`config.mk`:
```
export PLATFORM = sky130hd
export DESIGN_NAME = fetch_sequencer
export DESIGN_NICKNAME = d
export VERILOG_FILES = /design/src/rtl/fetch_sequencer_pkg.sv /design/src/rtl/fetch_sequencer_redirect_q.sv /design/src/rtl/fetch_sequencer.sv
export SDC_FILE = /design/constraint.sdc
export NUM_CORES = 1
export LEC_CHECK = 0
export ABC_AREA = 0
export BUFFER_PORTS_ARGS = -buffer_cell sky130_fd_sc_hd__buf_2
export CAP_MARGIN = 20
export CORE_ASPECT_RATIO = 0.7
export CORE_MARGIN = 10
export CORE_UTILIZATION = 58
export DETAILED_ROUTE_END_ITERATION = 10
export PLACE_DENSITY = 0.84
export SYNTH_ARGS = -nofsm -noshare
export SYNTH_HDL_FRONTEND = slang
export SYNTH_SLANG_ARGS = --single-unit
```
`constraint.sdc`:
```
create_clock -name clk -period 8.95 [get_ports clk]
set_input_delay 0.4475 -clock clk [delete_from_list [all_inputs] [get_ports clk]]
set_output_delay 0.4475 -clock clk [all_outputs]
set_load 0.02 [all_outputs]
```
`src/rtl/fetch_sequencer_pkg.sv`:
```
// fetch_sequencer_pkg: shared fetch FSM state encodings and the default reset PC
package fetch_sequencer_pkg;
  typedef enum logic [1:0] {
    IDLE = 2'd0,
    REQ  = 2'd1,
    FULL = 2'd2
  } fetch_state_t;
  localparam logic [31:0] RESET_PC_DEF = 32'h0000_3000;
endpackage

```
`src/rtl/fetch_sequencer_redirect_q.sv`:
```
// fetch_sequencer_redirect_q: holds a taken redirect until its delay-slot instruction has been delivered
//  clk, reset      clock, synchronous active-high reset
//  accept          redirect accepted this cycle (redirect && !stall)
//  valid           F slot holds the delay-slot instruction, consumed in the accept cycle
//  deliver         instruction word captured this cycle
//  launch          fetch request launched this cycle
//  redirect_pc     redirect target
//  due, target     the next launch must use target
module fetch_sequencer_redirect_q
  import fetch_sequencer_pkg::*;
(
  input  logic        clk,
  input  logic        reset,
  input  logic        accept,
  input  logic        valid,
  input  logic        deliver,
  input  logic        launch,
  input  logic [31:0] redirect_pc,
  output logic        due,
  output logic [31:0] target
);
  logic        pend_v;
  logic        cnt;
  logic [31:0] pend_pc;
  logic        now;
  // delay slot already sitting in F: target bypasses the queue
  assign now    = accept && valid;
  assign due    = now || (pend_v && !cnt);
  assign target = now ? redirect_pc : pend_pc;
  always_ff @(posedge clk) begin
    if (reset) begin
      pend_v  <= 1'b0;
      cnt     <= 1'b0;
      pend_pc <= RESET_PC_DEF;
    end else if (accept) begin
      pend_v  <= !valid;
      cnt     <= !deliver;
      pend_pc <= redirect_pc;
    end else begin
      if (deliver) cnt <= 1'b0;
      if (launch && !cnt) pend_v <= 1'b0;
    end
  end
endmodule

```
`src/rtl/fetch_sequencer.sv`:
```
// fetch_sequencer: owns PC_F and sequences instruction fetch over a req/ack memory port
//  clk, reset            clock, synchronous active-high reset
//  stall                 hazard unit hold of the F/D register
//  redirect, redirect_pc taken jump/branch from D, applied after one delay slot
//  im_req, im_addr       fetch request and word address
//  im_ack, im_rdata      memory response (may arrive in the request cycle)
//  IR_F, PC_F, PC4_F     delivered instruction, its address, address+4
//  valid_F               F holds an unconsumed instruction
//  fetch_err             sticky misaligned-fetch flag, present only with FETCH_ALIGN_CHK_EN
module fetch_sequencer
  import fetch_sequencer_pkg::*;
#(
  parameter logic [31:0] RESET_PC = RESET_PC_DEF
) (
  input  logic        clk,
  input  logic        reset,
  input  logic        stall,
  input  logic        redirect,
  input  logic [31:0] redirect_pc,
  output logic        im_req,
  output logic [31:0] im_addr,
  input  logic        im_ack,
  input  logic [31:0] im_rdata,
  output logic [31:0] IR_F,
  output logic [31:0] PC_F,
  output logic [31:0] PC4_F,
  output logic        valid_F
`ifdef FETCH_ALIGN_CHK_EN
  ,
  output logic        fetch_err
`endif
);
  fetch_state_t state, state_n;
  logic        held;
  logic        launch;
  logic        misal;
  logic        park;
  logic        deliver;
  logic        due;
  logic [31:0] target;
  logic [31:0] launch_addr;
  logic [31:0] req_addr;
  logic [31:0] next_pc;
  assign valid_F     = state == FULL;
  assign PC4_F       = PC_F + 32'd4;
  // first REQ cycle, or consuming F while launching the next fetch back-to-back
  assign launch      = (state == REQ && !held) || (valid_F && !stall);
  assign launch_addr = due ? target : next_pc;
`ifdef FETCH_ALIGN_CHK_EN
  assign misal   = launch && |launch_addr[1:0];
  assign park    = fetch_err;
  assign im_addr = launch ? launch_addr : req_addr;
  always_ff @(posedge clk) begin
    if (reset) fetch_err <= 1'b0;
    else if (misal) fetch_err <= 1'b1;
  end
`else
  assign misal   = 1'b0;
  assign park    = 1'b0;
  assign im_addr = launch ? launch_addr & ~32'd3 : req_addr;
`endif
  assign im_req  = (launch && !misal) || (state == REQ && held);
  assign deliver = im_req && im_ack;
  fetch_sequencer_redirect_q u_redirect_q (
    .clk         (clk),
    .reset       (reset),
    .accept      (redirect && !stall),
    .valid       (valid_F),
    .deliver     (deliver),
    .launch      (launch && !misal),
    .redirect_pc (redirect_pc),
    .due         (due),
    .target      (target)
  );
  always_comb begin
    state_n = state;
    state_n = misal ? IDLE :
              deliver ? FULL :
              (state == IDLE && !park) ? REQ :
              (valid_F && !stall) ? REQ : state;
  end
  always_ff @(posedge clk) begin
    if (reset) begin
      state    <= IDLE;
      held     <= 1'b0;
      req_addr <= RESET_PC;
      next_pc  <= RESET_PC;
      IR_F     <= 32'd0;
      PC_F     <= RESET_PC;
    end else begin
      state <= state_n;
      held  <= im_req && !im_ack;
      if (launch) req_addr <= im_addr;
      if (deliver) begin
        IR_F    <= im_rdata;
        PC_F    <= im_addr;
        next_pc <= im_addr + 32'd4;
      end
    end
  end
endmodule
```
==> reports/results.txt <==
Final Hold Vio Count = 0
Final period util = 46.4%
Vias/cell = 5.98
Max-cap violation count = 0
Final WL = 24800 um
Combinational Power Share = 14.9%
TritonCTS Sinks = 161
PortBufs = 196
Initial antenna violation count = 0
Netlist cell types = 64
Slew Viols, Final = 0
# H-tree levels = 4
Vias in the first global route = 6982
Cell Rows = 35
Share of cells above drive strength 1 = 22.9%
Finish-stage setup viols = 0
Worst R2R Path Depth = 10
Placement Setup Slack = 4870 ps
Critical path arrival = 4500 ps
First-pass GRT wire length = 37600 um
Synthesized flop and latch total = 161
Post-route ant nets = 0
Post-synth EDFFs = 0
Die Width = 158 um
Post-synthesis sequential area ratio = 41.5%
Root buf cell = clkbuf_16
Full die area = 18500 um2
Hold Crit Depth = 3
Clk buf depth = 2
# DRC = 0
CP Class = flop to flop
Mapped cell area = 7770 um2
Post-Syn Area per Cell = 7.91 um2
Top post-synthesis cells by area = dfxtp_1 41%, nand2_1 9.2%, a21oi_1 6.0%
Core area = 13100 um2
Setup bufs post-CTS = 0
FMAX = 241 MHz
I/O pins = 199
Top_reg_cell synth = dfxtp_1
Top-count cell post-synth = nand2_1
R2r setup slk = 4790 ps
Initial DRT Pass Iterations = 6
Worst slew pin tran = 1090 ps
Die Span Y = 117 um
Synthesized instance count = 982
Clock transition at path regs = 70 ps
Setup WS post-layout = 4790 ps
Outcome = finished, final reports clean
Sequential power share = 43.7%
Min-Delay Endpoint = IR_F[4]$_SDFFE_PP0P_
Worst clock skew = 10.9 ps
Clock group share of total power = 41.4%
DR iter-0 viols = 997
Post-Syn Nets = 1053
RePlAce Congestion = 0.924
Worst Hold Launch = im_rdata[4]
Register area = 3220 um2
RSZ-0062 raised after global routing = false
RR Endpoint = next_pc[26]$_SDFFE_PP0P_
WL/cell = 18.9 um
Nets = 1201
Async set-reset flop share out of synthesis = 0%
Synth warn = 0
Type of the most critical hold path = input pin to flop
Cell Pwr Density = 193 nW/um2
Hold buffer count at cts = 0
Sw Ratio = 29.1%
Top post-synthesis cells by count = 191 x nand2_1, 161 x dfxtp_1, 93 x a21oi_1, 93 x nor2_1, 53 x clkbuf_1
Setup crit start kind = flop
Pint = 1.27 mW
P_leak = 4.14 nW
Initial Util = 59.1%
Crit path max fanout = 23
HPWL after detailed placement = 17000 um
Reg2Reg Launch Point = state[1]$_SDFFE_PP0P_
Clock latency on the worst-skew pair = 430 ps
Final critical-path required period = 4160 ps
Relative slew slack = 27.2%
Filler cell count = 1048
Total CTS buffers = 17
Area Growth Syn to Fin = 19.5%
Area leader, netlist = dfxtp_1
Routed via count = 7837
Pin count of the biggest net entering global routing = 92
CTS tree = built
Net Sw Power = 0.520 mW
Max VDD drop = 0.155 mV
Critical Path End Type = flop
PostCTS Resize Cnt = 0
Gr ovfl total = 0
Crit path required time = 9300 ps
GRT Overall Usage = 25.3%
Multi-input logic area = 4060 um2
Top cell type's share of synthesized area = 41.5%
Setup TNS = 0 ps
==> layout make-up <==
type	count	area share [%]
Clock buffer	19	4.88
Timing Repair Buffer	209	11.6
Inverter	29	1.17
Antenna cell	1	0.0270
Multi-Input combinational cell	712	43.7
Tap cell	166	2.24
Clock inverter	13	1.62
Sequential cell	161	34.7
==> kinds of logic after synthesis <==
family / share of synthesized area, %
AND/OR/NAND/NOR: 28.1
AO/OA/AOI/OAI: 19.0
flip-flops: 41.5
buffers and inverters: 6.36
XOR/XNOR: 4.28
multiplexers: 0.387
adder cells (fa/ha/maj): 0.322
==> layout by cell type (no fill, tap or decap), types with 5 or more instances in the layout <==
cell       synthesis  layout
nand4_1           13      13
o311ai_0           6       6
o22ai_1           21      21
nand3_1           40      40
and2_1            10       9
buf_4             14      14
xor2_1            11      11
o211ai_1          10      10
nor3_1             8       8
nor2_1            93      93
or4_1              6       6
a21oi_1           93      93
inv_6              0       6
dfxtp_1          161     161
inv_1             22      22
and3b_1           24      24
and4_1             5       5
a211oi_1          52      52
nand2b_1           6       6
xnor2_1           27      27
nand2_1          191     190
clkbuf_16          0      17
buf_2              8     195
and3_1            18      18
a311oi_1           6       6
o21ai_0            8       8
==> critical path, cell delays in order, from the launching register on <==
cell and delay (ps):
dfxtp_1 460, nor3b_4 940, nor2_2 210, a311oi_1 300, a21oi_1 150, inv_1 110
ha_1 200, nor2b_1 580, nand4_1 340, or4_1 590, o211ai_1 190
==> metal layers <==
metal	wire length (um)	track usage, %
met5	0	0
met4	254	5.60
met3	3460	8.03
met2	10400	36.2
met1	10700	36.3
==> worst max-delay path by stage <==
stage	start	endpoint	slack, ps	cells after the start
global placement	stall	next_pc[26]$_SDFFE_PP0P_	4960	11
finish	state[1]$_SDFFE_PP0P_	next_pc[26]$_SDFFE_PP0P_	4790	10
detailed placement	stall	next_pc[26]$_SDFFE_PP0P_	4870	11
floorplan	u_redirect_q.cnt$_SDFFE_PP0P_	next_pc[26]$_SDFFE_PP0P_	5830	14
CTS	u_redirect_q.cnt$_SDFFE_PP0P_	next_pc[26]$_SDFFE_PP0P_	4930	11
global route	u_redirect_q.cnt$_SDFFE_PP0P_	next_pc[26]$_SDFFE_PP0P_	4620	11
==> power by group through the flow <==
stage	clock [mW]	sequential [mW]	combinational, mW
finish	0.740	0.781	0.267
global route	0.773	0.786	0.288
CTS	0.742	0.780	0.265
detailed placement	0	0.796	0.262
global placement	0	0.794	0.260
floorplan	0	0.808	0.157
==> state kept, by name, summed over array words and instances (netlist names), 2 cells and up <==
signal,count
IR_F,32
PC_F,32
req_addr,32
next_pc,30
u_redirect_q.pend_pc,30
state,2
==> through the flow <==
| step | instance area (um2) | hold slack [ps] | power [mW] | util, % | instances |
|---|---|---|---|---|---|
| floorplan | 7770 | 432 | 0.965 | - | 982 |
| global placement | 8680 | 438 | 1.05 | 66.1 | 1277 |
| detailed placement | 8680 | 443 | 1.06 | 66.1 | 1277 |
| CTS | 9280 | 251 | 1.79 | 70.6 | 1309 |
| global route | 9280 | 257 | 1.85 | 70.6 | 1309 |
| finish | 9280 | 252 | 1.79 | 70.7 | 1310 |
(Power assumes the default switching activity.)
